$ cat src/rtl/shl_seq.sv
// Sequential 32-bit shifter: one bit per clock, logical shift left or rotate left.
// Result and carry_out are latched on entry to DONE and held until the next completion.
module shl_seq (
  input  logic        clock,
  input  logic        clear,
  input  logic        start,
  input  logic [31:0] operand,
  input  logic [4:0]  shift_amount,
  input  logic        rotate,
  output logic [31:0] result,
  output logic        carry_out,
  output logic        busy,
  output logic        done
);

  typedef enum logic [1:0] {
    IDLE  = 2'd0,
    SHIFT = 2'd1,
    DONE  = 2'd2
  } state_t;

  state_t      state_q, state_d;
  logic [31:0] acc_q, acc_d;
  logic [31:0] result_q, result_d;
  logic [4:0]  cnt_q, cnt_d;
  logic        rot_q, rot_d;
  logic        carry_q, carry_d;
  logic        cout_q, cout_d;
  logic        busy_q, busy_d;
  logic        done_q, done_d;

  always_comb begin
    state_d  = state_q;
    acc_d    = acc_q;
    result_d = result_q;
    cnt_d    = cnt_q;
    rot_d    = rot_q;
    carry_d  = carry_q;
    cout_d   = cout_q;

    case (state_q)
      IDLE, DONE: begin
        if (start) begin
          acc_d   = operand;
          cnt_d   = shift_amount;
          rot_d   = rotate;
          carry_d = 1'b0;
          state_d = SHIFT;
        end else begin
          state_d = IDLE;
        end
      end
      SHIFT: begin
        // start is deliberately not looked at here: an in-flight op cannot be restarted
        if (cnt_q != 5'd0) begin
          acc_d   = {acc_q[30:0], rot_q ? acc_q[31] : 1'b0};
          carry_d = acc_q[31];
          cnt_d   = cnt_q - 5'd1;
        end else begin
          result_d = acc_q;
          cout_d   = carry_q;
          state_d  = DONE;
        end
      end
      default: state_d = IDLE;
    endcase

    // Status flags are registered copies of the state being entered
    busy_d = (state_d == SHIFT);
    done_d = (state_d == DONE);
  end

  always_ff @(posedge clock or posedge clear) begin
    if (clear) begin
      state_q  <= IDLE;
      acc_q    <= '0;
      result_q <= '0;
      cnt_q    <= '0;
      rot_q    <= 1'b0;
      carry_q  <= 1'b0;
      cout_q   <= 1'b0;
      busy_q   <= 1'b0;
      done_q   <= 1'b0;
    end else begin
      state_q  <= state_d;
      acc_q    <= acc_d;
      result_q <= result_d;
      cnt_q    <= cnt_d;
      rot_q    <= rot_d;
      carry_q  <= carry_d;
      cout_q   <= cout_d;
      busy_q   <= busy_d;
      done_q   <= done_d;
    end
  end

  assign result    = result_q;
  assign carry_out = cout_q;
  assign busy      = busy_q;
  assign done      = done_q;

endmodule
$ cat config.mk
export PLATFORM = sky130hd
export DESIGN_NAME = shl_seq
export DESIGN_NICKNAME = d
export VERILOG_FILES = /design/src/rtl/shl_seq.sv
export SDC_FILE = /design/constraint.sdc
export NUM_CORES = 1
export LEC_CHECK = 0
export CORE_MARGIN = 2
export CORE_UTILIZATION = 43
export CTS_CLUSTER_DIAMETER = 100
export DETAILED_ROUTE_END_ITERATION = 10
export PLACE_DENSITY = 0.77
export SLEW_MARGIN = 20
export SYNTH_ARGS = -nofsm -noshare
export SYNTH_HDL_FRONTEND = slang
export SYNTH_SLANG_ARGS = --single-unit
$ cat constraint.sdc
create_clock -name clock -period 2.69 [get_ports clock]
set_clock_uncertainty 0.2 [all_clocks]
set_input_delay 0.538 -clock clock [delete_from_list [all_inputs] [get_ports clock]]
set_output_delay 0.538 -clock clock [all_outputs]
set_load 0.01 [all_outputs]
# Yosys cells after proc, flatten, opt, wreduce, memory -nomap -nowiden
# Cells that the tools add are included.
# totals
register_bits	76
latchBits	0
ram_bits	0
romBits	0
input_bits	41
output_inout_bits	35
elab_cells	37
n_memories	0
# classes
addsub	1
mul	0
n_div	0
magnitude_cmp	0
n_eq_ne	6
shift	0
n_mux	13
bitwise	1
reduce_logical	7
# ops
operator	n
$mux W32	2
$pmux W32 S2	1
$mux W5	2
$pmux W5 S2	1
$reduce_bool A5 Y1	1
$sub A5 B1 Y5 const B	1
$eq A2 B1 Y1 const B	2
$eq A2 B2 Y1 const B	2
$mux W1	4
$ne A2 B2 Y1 const B	2
$pmux W2 S2	1
$reduce_and A2 Y1	2
$reduce_and A3 Y1	1
$logic_not A2 Y1	1
$mux W2	1
$pmux W1 S2	1
$reduce_bool A2 Y1	1
$reduce_or A2 Y1	1
$not A1 Y1	1

# Longest topological paths before layout
# Gate-level depths: netlist of the first run.
# depth
ltp_word	4
mapped_depth	7
ltp_nobuf	6

# Worst setup path before layout of the first run
# No wires, ideal clock.
# synth_timing
kind	flip-flop to flip-flop
start	register cnt_q[0]
end	register acc_q[10]
setup_time_ns	0.125
t_arrival_ns	1.854
required_time_ns	2.365
setup_slack_ns	0.511
stages_incl_launch_ff	8
n_path_buf	1
period_less_slack_ns	2.179
cell_sequence	dfrtp_1 inv_1 ha_1 or4b_4 a21oi_4 inv_4 buf_6 mux2_4
# synth_between
elab_chain_len	3
# synth_rtl
element	line	rtl
start, declared	25	logic [4:0] cnt_q, cnt_d;
start signal, assigned	88	cnt_q <= cnt_d;
$reduce_bool A5 Y1	55	if (cnt_q != 5'd0) begin
$ne A2 B2 Y1 (no source line)	-	
$reduce_and A3 Y1 (no source line)	-	
end signal, assigned	76	acc_q <= '0;
end signal, assigned	86	acc_q <= acc_d;
end, declared	23	logic [31:0] acc_q, acc_d;
# No other way between the ends.
# A chain may end at the register's enable or synchronous reset.

# Final worst setup path of the first run
# layout_timing
start	register cnt_q[0]
end	register acc_q[17]
# Same word-level chain as after synthesis.

==> flow_metrics.env, run 1 <==
export IMPL_core_region_area_um2=7770
export IMPL_cts_resized=0
export IMPL_clockBufferDepth=2
export IMPL_path_clk_slew_ns=0.08
export IMPL_insertion_delay_ns=0.35
export IMPL_fmax_mhz=425
export IMPL_r2r_end="acc_q[17]"
export IMPL_gp_congestion=0.828
export IMPL_async_flop_share=1.00
export IMPL_antenna_found_initial=0
export IMPL_hp_class="input pin to asynchronous set/reset pin"
export IMPL_setup_tns_ns=0
export IMPL_crit_fanout=17
export IMPL_worstPathArrival_ns=2.39
export IMPL_critPathKind="flop to flop"
export IMPL_tightest_slew_ns=0.807
export IMPL_dr_pass1_iters=4
export IMPL_synth_mux_area_frac=0.348
export IMPL_drt_iter0_drc=66
export IMPL_grt_usage=0.167
export IMPL_ir_drop_uv=545
export IMPL_synth_edf_count=0
export IMPL_p_per_area_nw_per_um2=1250
export IMPL_ys_warn_count=0
export IMPL_synth_cell_types=33
export IMPL_final_core_util=0.587
export IMPL_synth_compound_area_frac=0.0301
export IMPL_slew_violations=0
export IMPL_start_util=0.444
export IMPL_yosys_area_share_simple=0.0352
export IMPL_r2r_start="cnt_q[0]"
export IMPL_grt_max_degree=56
export IMPL_route_detailed_drc=0
export IMPL_seq_area_frac_synth=0.551
export IMPL_syn_nets=271
export IMPL_status="finished clean"
export IMPL_fin_crit_sh=0.874
export IMPL_cts_hold_buffers=0
export IMPL_rrSetupSlack_ns=0.34
export IMPL_io_pins=76
export IMPL_post_cts_buffers=0
export IMPL_nets=356
export IMPL_dieArea_um2=8750
export IMPL_grt_pass1_wl_mm=11.1
export IMPL_overflow=0
export IMPL_htree_levels=3
export IMPL_start_kind="flop"
export IMPL_cellLeakagePower_nw=2.00
export IMPL_synth_top_family_by_area="multiplexers"
export IMPL_grt_pass1_vias=2154
export IMPL_viasPerCell=5.02
export IMPL_synthesis_area_um2=3450
export IMPL_via_count=2114
export IMPL_cts_tree="yes"
export IMPL_wl_per_cell_um=16.1
export IMPL_required_ns=2.73
export IMPL_drt_total_wl_mm=6.77
export IMPL_clock_sinks=76
export IMPL_yosys_area_share_xor_xnor=0
export IMPL_worstRegToRegCells=7
export IMPL_cts_buffers=9
export IMPL_drtAntennaViolNets=0
export IMPL_syn_avg_cell_area_um2=15.1
export IMPL_port_buffers=75
export IMPL_drive_gt1_frac=0.401
export IMPL_ys_ff_latch=76
export IMPL_fp_dieH_um=93.6
export IMPL_area_growth_pct=32.3
export IMPL_slew_headroom=0.462
export IMPL_root_buffer="clkbuf_8"
export IMPL_period_needed_ns=2.35
export IMPL_ys_dominant_reg_cell="dfrtp_1"
export IMPL_placementRows=32
export IMPL_n_antenna_cell=0
export IMPL_final_hold_violation_count=0
export IMPL_rsz0062_at_grt="false"
export IMPL_cap_violations=0
export IMPL_setup_viol=0
export IMPL_synthAdderAreaFrac=0.00363
export IMPL_dp_hpwl_mm=4.62
export IMPL_endpoint_kind="flop"
export IMPL_die_width_um=93.6
export IMPL_syn_inst=229
[worst max-delay path by stage]
stage / slack [ns] / end / cells past startpoint / startpoint
after floorplan: 0.01 / acc_q[0] / 1 / clear
after global routing: 0.27 / acc_q[10] / 7 / cnt_q[0]
final: 0.34 / acc_q[17] / 7 / cnt_q[0]
after global placement: 0.39 / acc_q[29] / 6 / start
after detailed placement: 0.37 / acc_q[17] / 7 / cnt_q[0]
after CTS: 0.36 / acc_q[17] / 7 / cnt_q[0]
[where the power goes]
part / switching (W) / internal [W]
Combinational: 0.000955 / 0.00181
Clock: 0.000463 / 0.000347
Sequential: 0.000394 / 0.00172
[through the flow]
step                      hold slack [ns]  cell area [µm²]  std cells  total power, W  setup WS [ns]
after global placement              0.290             4380        405         0.00483          0.392
after global routing                0.309             4560        421         0.00606          0.267
final                               0.286             4560        421         0.00569          0.339
after CTS                           0.296             4560        421         0.00575          0.358
after detailed placement            0.293             4380        405         0.00492          0.373
after floorplan                     0.246             3450        229         0.00397         0.0137
[registers in the layout, indices dropped and copies added (netlist names)]
register   cells
rot_q          1
acc_q         32
state_q        2
cnt_q          5
result        32
busy           1
done           1
carry_out      1
carry_q        1
[metal layers]
metal	up-vias	GRT usage	wire length [µm]
met3	8	0.0516	448
met4	0	0.0580	66
met1	1048	0.234	3200
li1	988	-	-
met5	-	0	0
met2	70	0.245	3060
[critical path, stage by stage (launching register included)]
cell	delay [ns]
dfrtp_1	0.39
inv_1	0.10
ha_1	0.24
or4b_4	0.51
a21oi_4	0.25
inv_4	0.07
buf_12	0.16
mux2_4	0.30
[Yosys cell counts, drive strengths merged (2+ instances only)]
library cell / number / share of area
buf: 8 / 0.019
mux2i: 3 / 0.0087
nand2: 7 / 0.0076
dfrtp: 76 / 0.55
o21ai: 2 / 0.0029
inv: 8 / 0.0094
clkbuf: 3 / 0.0033
a21oi: 2 / 0.0062
nor2: 2 / 0.0022
nor2b: 2 / 0.0036
a211oi: 3 / 0.0065
o22ai: 3 / 0.0054
nand2b: 2 / 0.0036
mux2: 95 / 0.34
[cell families (layout without fill, tap and decap cells)]
group                      Yosys count  in the layout
and+or+nand+nor                     21             21
buffers and inverters               19            109
adders and majority gates            1              1
AOI/OAI and AO/OA                   14             14
DFF                                 76             76
muxes                               98             98
[placed cells by master, fill, tap and decap left out, drive strengths merged]
cell,count
mux2,95
dfrtp,76
clkdlybuf4s50,75
inv,10
buf,10
clkbuf,9
nand2,7
o22ai,3
mux2i,3
a211oi,3
clkinv,3
nor2b,2
o21ai,2
nor2,2
clkinvlp,2
nand2b,2
a21oi,2
or4b,1
nor4b,1
nor3b,1
or2,1
a311oi,1
or3b,1
nand3b,1
nor3,1
nand3,1
a31oi,1
o211ai,1
a41oi,1
ha,1
[area by class of cell]
class,count,area [µm²]
inverters,8,33.8
multi-input cells,134,1440
flip-flops and latches,76,1900
repair buffers,85,876
clock buffers,9,124
well taps,102,128
clock inverters,7,58.8
fillers,634,3200
Power figures use the tool's default switching activity.
==> run 2, diff against run 1 <==
- SLEW_MARGIN: 20 -> 15
==> results of run 2 <==
No change in the layout: final DEF, timing and power equal those of run 1.
==> run 3, diff against run 2 <==
- ABC_AREA: not set -> 1
- SKIP_CTS_REPAIR_TIMING: not set -> 1
==> flow_metrics.env, run 3 <==
export IMPL_status="finished clean"
export IMPL_grt_pass1_vias=2626
export IMPL_port_buffers=75
export IMPL_setup_tns_ns=0
export IMPL_grt_usage=0.168
export IMPL_overflow=0
export IMPL_slew_violations=0
export IMPL_async_flop_share=1.00
export IMPL_hp_class="flop to flop"
export IMPL_slew_headroom=0.626
export IMPL_insertion_delay_ns=0.34
export IMPL_start_kind="flop"
export IMPL_ys_ff_latch=76
export IMPL_fill_cells=694
export IMPL_rrSetupSlack_ns=0.51
export IMPL_fmax_mhz=459
export IMPL_worstRegToRegCells=8
export IMPL_r2r_end="result[22]"
export IMPL_syn_nets=427
export IMPL_yosysTopAreaCellShare=0.551
export IMPL_worstPathArrival_ns=2.20
export IMPL_syn_inst=385
export IMPL_root_buffer="clkbuf_8"
export IMPL_clockBufferDepth=2
export IMPL_io_pins=76
export IMPL_fp_dieH_um=93.6
export IMPL_holdPathEnd="result[30]"
export IMPL_cellLeakagePower_nw=2.09
export IMPL_via_count=2632
export IMPL_dpl_cell_count=545
export IMPL_ys_dominant_reg_cell="dfrtp_1"
export IMPL_holdPathStages=2
export IMPL_fin_crit_sh=0.809
export IMPL_htree_levels=3
export IMPL_wl_per_cell_um=11.8
export IMPL_final_hold_violation_count=0
export IMPL_nets=496
export IMPL_final_core_util=0.577
export IMPL_synth_area_leaders="dfrtp_1, nand2_1, o21ai_2"
export IMPL_path_clk_slew_ns=0.08
export IMPL_grt_max_degree=77
export IMPL_drtAntennaViolNets=0
export IMPL_core_region_area_um2=7770
export IMPL_antenna_found_initial=0
export IMPL_area_growth_pct=29.7
export IMPL_cap_violations=0
export IMPL_tightest_slew_ns=0.562
export IMPL_seq_area_frac_synth=0.551
export IMPL_syn_avg_cell_area_um2=8.97
export IMPL_synth_cell_types=23
export IMPL_crit_fanout=50
export IMPL_rsz0062_at_grt="false"
export IMPL_critPathKind="flop to flop"
export IMPL_p_per_area_nw_per_um2=1260
export IMPL_setup_viol=0
export IMPL_gp_congestion=0.840
export IMPL_drt_total_wl_mm=6.62
export IMPL_synth_commonest_cells="nand2_1, dfrtp_1, o21ai_0"
export IMPL_grt_pass1_wl_mm=11.7
export IMPL_final_cells=561
export IMPL_ys_warn_count=0
export IMPL_endpoint_kind="flop"
export IMPL_required_ns=2.71
export IMPL_viasPerCell=4.69
export IMPL_drive_gt1_frac=0.139
export IMPL_mostFrequentLayoutCell="nand2_1"
export IMPL_synth_edf_count=0
export IMPL_synth_most_common_cell="nand2_1"
export IMPL_route_detailed_drc=0
export IMPL_postLayoutCellArea_um2=4480
export IMPL_final_cell_mix="nand2_1, dfrtp_1, clkdlybuf4s50_1, o21ai_0, inv_1"
export IMPL_placed_area_um2=4220
export IMPL_clock_sinks=76
export IMPL_placementRows=32
export IMPL_synth_top_area_cell="dfrtp_1"
export IMPL_cts_buffers=9
export IMPL_hp_start="result[30]"
export IMPL_n_antenna_cell=0
export IMPL_start_util=0.445
export IMPL_cts_tree="yes"
export IMPL_die_width_um=93.6
export IMPL_dieArea_um2=8760
export IMPL_dr_pass1_iters=4
export IMPL_dp_hpwl_mm=4.40
export IMPL_ir_drop_uv=538
export IMPL_synthesis_area_um2=3450
export IMPL_r2r_start="cnt_q[0]"
export IMPL_drt_iter0_drc=130
export IMPL_period_needed_ns=2.18
run 3: changes by cell type after synthesis, sizes merged, moves of 7 or more:
cell,change
nand3,+7
mux2,-95
o21ai,+100
inv,+38
nand2,+114
buf,+9
run 3: final cells by class:
type	count	area (µm²)	area share
inverter	46	176	0.0394
multi-input combinational	241	1200	0.268
clock inverter	5	106	0.0237
timing repair buffer	80	813	0.182
tap	102	128	0.0285
clock buffer	11	151	0.0338
sequential	76	1900	0.425
run 3: worst max-delay path by stage:
stage | from | to | slack (ns) | cells after the start
2_1_floorplan | clear | acc_q[0] | 0.01 | 1
3_3_place_gp | cnt_q[0] | result[26] | 0.60 | 8
3_5_place_dp | cnt_q[0] | result[22] | 0.53 | 8
4_1_cts | cnt_q[0] | result[26] | 0.51 | 8
5_1_grt | cnt_q[0] | result[26] | 0.32 | 8
6_report | cnt_q[0] | result[22] | 0.51 | 8
run 3: metal layers:
metal / part of all wire / GRT usage / up-vias / routed length [µm]
met3: 0.049 / 0.0532 / 8 / 325
met5: 0 / 0 / - / 0
met4: 0.012 / 0.0495 / 0 / 80
met1: 0.46 / 0.215 / 1217 / 3080
li1: - / - / 1351 / -
met2: 0.47 / 0.276 / 56 / 3140
run 3: kinds of logic (layout without fill, tap and decap cells):
family / after synthesis / in the layout / share of synthesized area
AND/OR/NAND/NOR: 137 / 137 / 0.161
buffers and inverters: 68 / 142 / 0.101
flip-flops: 76 / 76 / 0.551
adder cells (fa/ha/maj): 1 / 1 / 0.00362
AO/OA/AOI/OAI: 103 / 103 / 0.184
run 3: power breakdown:
group	internal (W)	leakage (nW)	switching (W)
combinational	0.00111	1.01	0.00152
sequential	0.00168	0.953	0.000225
clock	0.000671	0.126	0.000427
total	0.00346	2.09	0.00217
run 3: stage by stage:
step	hold slack [ns]	setup slack [ns]	total power, W
finish	0.283	0.513	0.00563
global placement	0.264	0.602	0.00448
detailed placement	0.267	0.534	0.00459
CTS	0.288	0.514	0.00570
global route	0.307	0.318	0.00616
floorplan	0.249	0.0137	0.00387
run 3: critical path, cell delays in order, from the launching register on:
cell and delay [ns]:
dfrtp_1 0.39, inv_1 0.14, ha_1 0.23, nand2_1 0.10, nor2_2 0.14, nand3_2 0.35, buf_12 0.33, nand2_1 0.07
o21ai_0 0.08
